==> src/rtl/lc3b_types.sv <==
// Shared LC-3b types.
//   lc3b_reg        : 3-bit register specifier
//   lc3b_word       : 16-bit machine word
//   lc3b_pipe_state : pipeline-control FSM state; records which memory
//                     responses are still outstanding for the current advance
package lc3b_types;

  typedef logic [2:0]  lc3b_reg;
  typedef logic [15:0] lc3b_word;

  typedef enum logic [1:0] {
    RUN       = 2'd0,  // nothing outstanding yet, requests issued fresh
    WAIT_I    = 2'd1,  // data captured (or not needed), instruction pending
    WAIT_D    = 2'd2,  // instruction captured, data pending
    WAIT_BOTH = 2'd3   // both responses pending
  } lc3b_pipe_state;

  localparam lc3b_word STALL_COUNT_MAX = 16'hFFFF;

endpackage

==> src/rtl/lc3b_hazard_detect.sv <==
// Load-use hazard compare.
// Flags a hazard when the instruction in ID/EX is a load whose destination
// matches a source register that the instruction in ID actually reads.
// Ports:
//   id_sr1, id_sr2           : ID-stage source registers
//   id_uses_sr1, id_uses_sr2 : source-valid qualifiers
//   ex_load                  : ID/EX holds a load
//   ex_dest                  : destination register of the ID/EX instruction
//   load_use                 : hazard present (combinational)
module lc3b_hazard_detect
  import lc3b_types::*;
(
  input  lc3b_reg id_sr1,
  input  lc3b_reg id_sr2,
  input  logic    id_uses_sr1,
  input  logic    id_uses_sr2,
  input  logic    ex_load,
  input  lc3b_reg ex_dest,
  output logic    load_use
);

  logic sr1_hit;
  logic sr2_hit;

  assign sr1_hit  = id_uses_sr1 && (id_sr1 == ex_dest);
  assign sr2_hit  = id_uses_sr2 && (id_sr2 == ex_dest);
  assign load_use = ex_load && (sr1_hit || sr2_hit);

endmodule

==> src/rtl/lc3b_pipe_ctrl.sv <==
// LC-3b five-stage pipeline control.
// Sequences instruction/data memory handshakes, freezes the pipeline until
// every response for the current step is available (live or in a hold
// register), inserts a single bubble on load-use hazards and flushes the
// younger stages on a taken branch.
// Optional feature: define LC3B_PIPE_PERF_EN to add the stall_count port and
// its saturating counter.
// Ports:
//   clk, rst_n                       : clock, async active-low reset
//   if_mem_resp, dmem_resp           : memory responses
//   mem_read, mem_write              : MEM stage data access request
//   id_sr1/2, id_uses_sr1/2          : ID sources
//   ex_load, ex_dest                 : ID/EX load info
//   br_taken                         : taken branch resolved in MEM
//   pc_load .. mem_wb_load           : pipeline register enables
//   if_id_flush, id_ex_bubble,
//   ex_mem_flush                     : squash controls
//   imem_read, dmem_read, dmem_write : memory requests
//   ir_hold_load, dr_hold_load       : capture early response into hold reg
//   use_hold                         : advance consumes a hold register
//   stall_count                      : stall cycles (LC3B_PIPE_PERF_EN only)
module lc3b_pipe_ctrl
  import lc3b_types::*;
(
  input  logic    clk,
  input  logic    rst_n,
  input  logic    if_mem_resp,
  input  logic    mem_read,
  input  logic    mem_write,
  input  logic    dmem_resp,
  input  lc3b_reg id_sr1,
  input  lc3b_reg id_sr2,
  input  logic    id_uses_sr1,
  input  logic    id_uses_sr2,
  input  logic    ex_load,
  input  lc3b_reg ex_dest,
  input  logic    br_taken,
  output logic    pc_load,
  output logic    if_id_load,
  output logic    id_ex_load,
  output logic    ex_mem_load,
  output logic    mem_wb_load,
  output logic    if_id_flush,
  output logic    id_ex_bubble,
  output logic    ex_mem_flush,
  output logic    imem_read,
  output logic    dmem_read,
  output logic    dmem_write,
  output logic    ir_hold_load,
  output logic    dr_hold_load,
  output logic    use_hold
`ifdef LC3B_PIPE_PERF_EN
  ,
  output lc3b_word stall_count
`endif
);

  lc3b_pipe_state state_reg;
  lc3b_pipe_state state_next;

  logic dacc;       // MEM stage needs the data port this step
  logic d_done;     // data side satisfied by a live response (or not needed)
  logic advance;
  logic ir_hold;
  logic dr_hold;
  logic hold_used;
  logic imem_req;
  logic dmem_rd;
  logic dmem_wr;
  logic load_use;
  logic lu_stall;

  assign dacc   = mem_read || mem_write;
  assign d_done = !dacc || dmem_resp;

  lc3b_hazard_detect u_hazard (
    .id_sr1      (id_sr1),
    .id_sr2      (id_sr2),
    .id_uses_sr1 (id_uses_sr1),
    .id_uses_sr2 (id_uses_sr2),
    .ex_load     (ex_load),
    .ex_dest     (ex_dest),
    .load_use    (load_use)
  );

  // Next-state and handshake decode. Responses must steer the pipeline in
  // the cycle they arrive, so this is a Mealy decode on the current state.
  always_comb begin
    state_next = state_reg;
    advance    = 1'b0;
    ir_hold    = 1'b0;
    dr_hold    = 1'b0;
    hold_used  = 1'b0;
    imem_req   = 1'b0;
    dmem_rd    = 1'b0;
    dmem_wr    = 1'b0;
    case (state_reg)
      RUN: begin
        imem_req = 1'b1;
        dmem_rd  = mem_read;
        dmem_wr  = mem_write;
        if (if_mem_resp && d_done) begin
          advance = 1'b1;
        end else if (if_mem_resp) begin
          ir_hold    = 1'b1;
          state_next = WAIT_D;
        end else if (d_done) begin
          // Without a data access there is nothing to capture; only the
          // instruction is still owed.
          dr_hold    = dacc;
          state_next = WAIT_I;
        end else begin
          state_next = WAIT_BOTH;
        end
      end
      WAIT_I: begin
        imem_req = 1'b1;
        if (if_mem_resp) begin
          advance    = 1'b1;
          hold_used  = dacc;  // frozen MEM stage: dacc implies data was held
          state_next = RUN;
        end
      end
      WAIT_D: begin
        dmem_rd = mem_read;
        dmem_wr = mem_write;
        if (dmem_resp) begin
          advance    = 1'b1;
          hold_used  = 1'b1;
          state_next = RUN;
        end
      end
      WAIT_BOTH: begin
        imem_req = 1'b1;
        dmem_rd  = mem_read;
        dmem_wr  = mem_write;
        if (if_mem_resp && dmem_resp) begin
          advance    = 1'b1;
          state_next = RUN;
        end else if (if_mem_resp) begin
          ir_hold    = 1'b1;
          state_next = WAIT_D;
        end else if (dmem_resp) begin
          dr_hold    = 1'b1;
          state_next = WAIT_I;
        end
      end
      default: state_next = RUN;
    endcase
  end

  // A taken branch squashes the instruction that would stall, so the
  // branch wins over load-use.
  assign lu_stall = advance && load_use && !br_taken;

  always_comb begin
    pc_load      = 1'b0;
    if_id_load   = 1'b0;
    id_ex_load   = 1'b0;
    ex_mem_load  = 1'b0;
    mem_wb_load  = 1'b0;
    if_id_flush  = 1'b1;
    id_ex_bubble = 1'b1;
    ex_mem_flush = 1'b1;
    imem_read    = 1'b0;
    dmem_read    = 1'b0;
    dmem_write   = 1'b0;
    ir_hold_load = 1'b0;
    dr_hold_load = 1'b0;
    use_hold     = 1'b0;
    if (rst_n) begin
      pc_load      = advance && !lu_stall;
      if_id_load   = advance && !lu_stall;
      id_ex_load   = advance;
      ex_mem_load  = advance;
      mem_wb_load  = advance;
      if_id_flush  = advance && br_taken;
      id_ex_bubble = advance && (br_taken || load_use);
      ex_mem_flush = advance && br_taken;
      imem_read    = imem_req;
      dmem_read    = dmem_rd;
      dmem_write   = dmem_wr;
      ir_hold_load = ir_hold;
      dr_hold_load = dr_hold;
      use_hold     = advance && hold_used;
    end
  end

  always_ff @(posedge clk or negedge rst_n) begin
    if (!rst_n) begin
      state_reg <= RUN;
    end else begin
      state_reg <= state_next;
    end
  end

`ifdef LC3B_PIPE_PERF_EN
  lc3b_word stall_count_reg;

  always_ff @(posedge clk or negedge rst_n) begin
    if (!rst_n) begin
      stall_count_reg <= '0;
    end else if ((!advance || lu_stall) && (stall_count_reg != STALL_COUNT_MAX)) begin
      stall_count_reg <= stall_count_reg + 16'd1;
    end
  end

  assign stall_count = stall_count_reg;
`endif

endmodule

==> config.mk <==
export PLATFORM = sky130hd
export DESIGN_NAME = lc3b_pipe_ctrl
export DESIGN_NICKNAME = d
export VERILOG_FILES = /design/src/rtl/lc3b_types.sv /design/src/rtl/lc3b_hazard_detect.sv /design/src/rtl/lc3b_pipe_ctrl.sv
export SDC_FILE = /design/constraint.sdc
export NUM_CORES = 1
export LEC_CHECK = 0
export CAP_MARGIN = 25
export CORE_UTILIZATION = 33
export DETAILED_ROUTE_END_ITERATION = 7
export PLACE_DENSITY_LB_ADDON = 0.12
export SKIP_CTS_REPAIR_TIMING = 1
export SYNTH_ARGS = -nofsm -noshare
export SYNTH_HDL_FRONTEND = slang
export SYNTH_SLANG_ARGS = --single-unit
==> constraint.sdc <==
create_clock -name clk -period 1.75 [get_ports clk]
set_input_delay 0.2625 -clock clk [delete_from_list [all_inputs] [get_ports clk]]
set_output_delay 0.2625 -clock clk [all_outputs]
set_load 0.02 [all_outputs]
==> results of run 1 <==
-- how the worst max path moves through the flow --
stage | end | slack [ps] | cells after the start
after floorplan | pc_load | -50 | 7
after global placement | id_ex_bubble | -550 | 6
after detailed placement | if_id_load | -620 | 6
after CTS | if_id_load | -770 | 7
after global routing | ex_mem_load | -320 | 7
final | if_id_load | -250 | 7
-- metal layers --
metal	global-route usage, %	share of wire (%)
met3	1.14	4.7
met2	40.2	57
met4	11.2	0
met1	18.6	39
met5	0	0
-- layout make-up --
class,count,area [µm²]
Multi-Input combinational cell,49,433
Timing Repair Buffer,48,422
Fill cell,97,322
Sequential cell,2,51.3
Inverter,8,32.5
Clock buffer,3,22.5
Tap cell,15,18.8
-- cells by family after synthesis --
group,synth area share [%]
adder cells (fa/ha/maj),13.4
flip-flops,10.8
XOR/XNOR,11.3
AND/OR/NAND/NOR,22.6
buffers and inverters,15.6
AO/OA/AOI/OAI,26.3
-- critical path: stages, from the launching register on --
cell and delay [ps]:
dfrtp_1 400, inv_2 80, buf_6 120, ha_4 180, a211oi_4 270, o21ai_2 140
a31oi_4 180, buf_6 140
-- stage by stage --
step	cell area (µm²)	util [%]	power (W)	TNS (ps)
2_1_floorplan	494	-	0.000462	-48.1
3_3_place_gp	896	68.8	0.000724	-6210
3_5_place_dp	896	68.8	0.000739	-6690
4_1_cts	918	70.6	0.000847	-8680
5_1_grt	980	75.3	0.00108	-2940
6_report	980	75.3	0.00100	-1860
-- layout by cell type (no fill, tap or decap), drive strengths merged, types with 2 or more instances in the layout --
| cell | n |
|---|---|
| nor3 | 4 |
| xnor2 | 6 |
| nand4 | 2 |
| dfrtp | 2 |
| nand2 | 5 |
| dlymetal6s2s | 3 |
| buf | 24 |
| ha | 5 |
| and3 | 2 |
| nor2 | 5 |
| o21ai | 5 |
| clkbuf | 6 |
| inv | 8 |
| a21oi | 2 |
| o2bb2ai | 2 |
| clkdlybuf4s50 | 18 |
-- power by group through the flow --
stage               Combinational, W  Clock, W  Sequential, W
global placement            0.000640         0      0.0000842
detailed placement          0.000654         0      0.0000850
finish                      0.000801  0.000101      0.0000999
global route                0.000871  0.000107       0.000102
floorplan                   0.000378         0      0.0000839
CTS                         0.000656  0.000106      0.0000845
==> metrics, run 1 <==
run status=finished with violations; failing checks=negative setup slack; Sw Pwr=0.000449 W; Period minus WS final=between 1500 and 2000 ps; Slew HR=83.5%; Tightest Pin Transition=246 ps; drt first pass iters=4; Routed WL per cell=between 10 and 15 µm; Die X-Extent=39.6 µm; Worst EP arrival=1730 ps; die height=39.6 µm; sw frac=44.9%; fin nets=136; CP max FO=6; unrepaired setup endpoints after global routing=true; final cell count without fillers=between 100 and 150; GR Util All Layers=19.7%; Core Area=1300 µm²; Placed Cells=120; post-route ant nets=0; Area Overhead vs Synth=110%; max reg flops=2; post-synth top area cell=ha_1; clock group share of total power=10.0%; Setup Viol. Count Final=11; Syn Area/Cell=7.16 µm²; port bufs=32; Top FF cell, synth=dfrtp_1; Tcrit/Tclk final=114%; main area contributors after synthesis=ha_1 13%, xnor2_1 11%, dfrtp_1 11%; Hold Crit Class=in2async; Setup crit end kind=output pin; layout cells sized above 1=between 40% and 50%; Mapped Nets=89; clk_lat worst skew=about 220 ps; Pint=0.000552 W; synthesized area=465 µm²; RR Startpoint=state_reg[1]; Post-Place Worst Slack=-623 ps; final hold violation count=0; Seq pwr share=10.0%; dpl hpwl=approximately 1200 µm; Worst Setup SP=state_reg[1]; GPL Wtd Cong=0.761; Vias/cell=5.02; YS warnings=0; fraction of the yosys area taken by sequential cells=roughly 11%; Clock Skews=between 2 and 2.5 ps; Num CTS Buffers=3; Hold Slack=roughly 350 ps; r2r setup slk=around 240 ps; first-pass GRT wire length=2080 µm; required time worst endpoint=1490 ps; clock-pin slew on the worst setup and hold paths=30 ps; initial antenna violation count=0; GRT overflow=0; share of the synthesized area in the top cell type=between 10 and 15%; final worst slack=-245 ps; FMAX=roughly 500 MHz; P per Cell Area=1020 nW/µm²; Yosys reg bits=2; critical path launch point type=register; LEAKAGE=about 0.47 nW; initial core utilization=between 30% and 40%; die footprint=between 1500 and 2000 µm²; EDFF count, synth=0; pin count of the biggest net entering global routing=9; post-synthesis async set-or-reset flop share=100%; TritonCTS clock tree=done; clock sink count=2; vias after detailed routing=627; drt first-iter violations=11; Synth Instances=between 60 and 70; maxcap violations=0; Slew Viols, Final=0; reg2reg end=state_reg[1]; IO Count=33; Root Driver=clkbuf_4; maximum vdd drop=0.817 mV; vias in the first global route=580; combinational share of power=approximately four fifths; number of distinct library cells after synthesis=27; final wirelength=1570 µm; H-tree depth=1; DRC=0; # rows=13; r2r worst-path depth=8; ant diodes=0; leading cell types by count after synthesis=8 x inv_1, 6 x xnor2_1; Longest Clk Path Bufs=2; Crit Path Category=reg2out; most common cell in the netlist=inv_1
No activity file was read; power rests on OpenSTA's default activity.
==> run 2: changes to the inputs <==
- TNS_END_PERCENT: unset -> 1
==> metrics, run 2 (synthesized netlist as in run 1, its figures left out) <==
run status=finished with violations (unchanged); failing checks=negative setup slack (unchanged); Crit Path Category=reg2out (unchanged); clk_lat worst skew=220 ps (about the same); P per Cell Area=936 nW/µm² (was 1020 nW/µm²); Root Driver=clkbuf_4 (unchanged); Seq. cell area=50.0 µm² (was 51.3 µm²); r2r setup slk=270 ps (was 240 ps); Num CTS Buffers=3 (unchanged); critical path launch point type=register (unchanged); fillers=117 (was 97); maximum vdd drop=0.721 mV (was 0.817 mV); final cell count without fillers=127 (was 125); Vias/cell=4.78 (was 5.02); fin nets=138 (was 136); Area Overhead vs Synth=96.2% (was 110%); required time worst endpoint=1490 ps (about the same); area occupied by multi-input gates=374 µm² (was 433 µm²); die height=39.6 µm (unchanged); Setup crit end kind=output pin (unchanged); Clock Skews=2.42 ps (was 2.46 ps); Tcrit/Tclk final=113% (was 114%); Setup Viol. Count Final=11 (unchanged); unrepaired setup endpoints after global routing=true (unchanged); final hold violation count=0 (unchanged); # rows=13 (unchanged); Hold Crit Class=in2async (unchanged); Worst EP arrival=1720 ps (was 1730 ps); GR Util All Layers=20.1% (was 19.7%); initial antenna violation count=0 (unchanged); post-route ant nets=0 (unchanged); drt first pass iters=4 (unchanged); TritonCTS clock tree=done (unchanged); max reg flops=2 (unchanged); layout cells sized above 1=37.5% (was 41.8%); clock sink count=2 (unchanged); IO Count=33 (unchanged); Period minus WS final=1980 ps (was 2000 ps); Placed Cells=123 (was 120); commonest non-fill, non-tap cell in the layout=buf_4 (unchanged); Tightest Pin Transition=258 ps (was 246 ps); r2r worst-path depth=6 (was 8); drt first-iter violations=5 (was 11); clock-pin slew on the worst setup and hold paths=30 ps (about the same); Slew HR=82.8% (was 83.5%); GRT overflow=0 (unchanged); maxcap violations=0 (unchanged); RR Startpoint=state_reg[1] (unchanged); post-route core utilization=70.2% (was 75.3%); H-tree depth=1 (unchanged); first-pass GRT wire length=2140 µm (was 2080 µm); die footprint=1560 µm² (unchanged); vias after detailed routing=607 (was 627); Routed WL per cell=10.7 µm (was 12.6 µm); Longest Clk Path Bufs=2 (unchanged); LEAKAGE=0.458 nW (was 0.472 nW); FMAX=506 MHz (was 501 MHz); vias in the first global route=534 (was 580); initial core utilization=35.8% (unchanged); GPL Wtd Cong=0.732 (was 0.761); dpl hpwl=1130 µm (was 1170 µm); port bufs=32 (unchanged); final worst slack=-228 ps (was -245 ps); Die X-Extent=39.6 µm (unchanged); most frequent cells in the layout=25 x buf_4, 18 x clkdlybuf4s50_1, 7 x inv_1 (was 20 x buf_4, 18 x clkdlybuf4s50_1, 6 x inv_1, 6 x xnor2_1, 5 x nand2_1); final wirelength=1360 µm (was 1570 µm); ant diodes=0 (unchanged); DRC=0 (unchanged); Slew Viols, Final=0 (unchanged); pin count of the biggest net entering global routing=9 (unchanged); reg2reg end=state_reg[1] (unchanged); Core Area=1300 µm² (unchanged); CP max FO=4 (was 6)
## run 2: final cells by class
cell class,count,area share (%)
clock buffers,3,2.47
inverters,8,3.29
multi-input cells,49,41.0
flip-flops and latches,2,5.48
well taps,15,2.05
repair buffers,50,45.8
## run 2: per-layer routing
metal | share of wire, % | global-route usage [%] | wire, µm | vias to the layer above
met4 | 0 | 5.17 | 0 | 0
li1 | - | - | - | 319
met5 | 0 | 0 | 0 | -
met2 | 53 | 38.5 | 719 | 19
met1 | 42 | 21.7 | 566 | 269
met3 | 5.3 | 3.98 | 72 | 0
## run 2: how the worst max path moves through the flow
stage	slack (ps)	to	startpoint
2_1_floorplan	-50	pc_load	state_reg[1]
4_1_cts	-740	pc_load	state_reg[1]
6_report	-230	pc_load	state_reg[1]
3_5_place_dp	-610	pc_load	if_mem_resp
3_3_place_gp	-580	if_id_load	if_mem_resp
5_1_grt	-350	pc_load	state_reg[1]
## run 2: power breakdown
group | internal [W] | switching [W]
clock network | 0.0000753 | 0.0000217
logic | 0.000346 | 0.000324
registers | 0.0000658 | 0.0000218
total | 0.000487 | 0.000368
## run 2: critical path: stages, from the launching register on
cell and delay (ps):
dfrtp_1 390, inv_1 90, ha_2 210, o21ai_2 70
a211oi_2 300, o21ai_2 120, a31oi_4 160, buf_4 160
## run 2: through the flow
step                      setup WS (ps)  hold WS (ps)  TNS, ps  power (W)  area [µm²]
after floorplan                   -48.1         -33.1    -87.6   0.000459         489
after global placement             -581           536    -6240   0.000750         913
after detailed placement           -615           551    -6640   0.000764         913
after CTS                          -737           372    -8440   0.000869         936
after global routing               -353           392    -3450   0.000933         913
final                              -228           377    -1860   0.000855         913
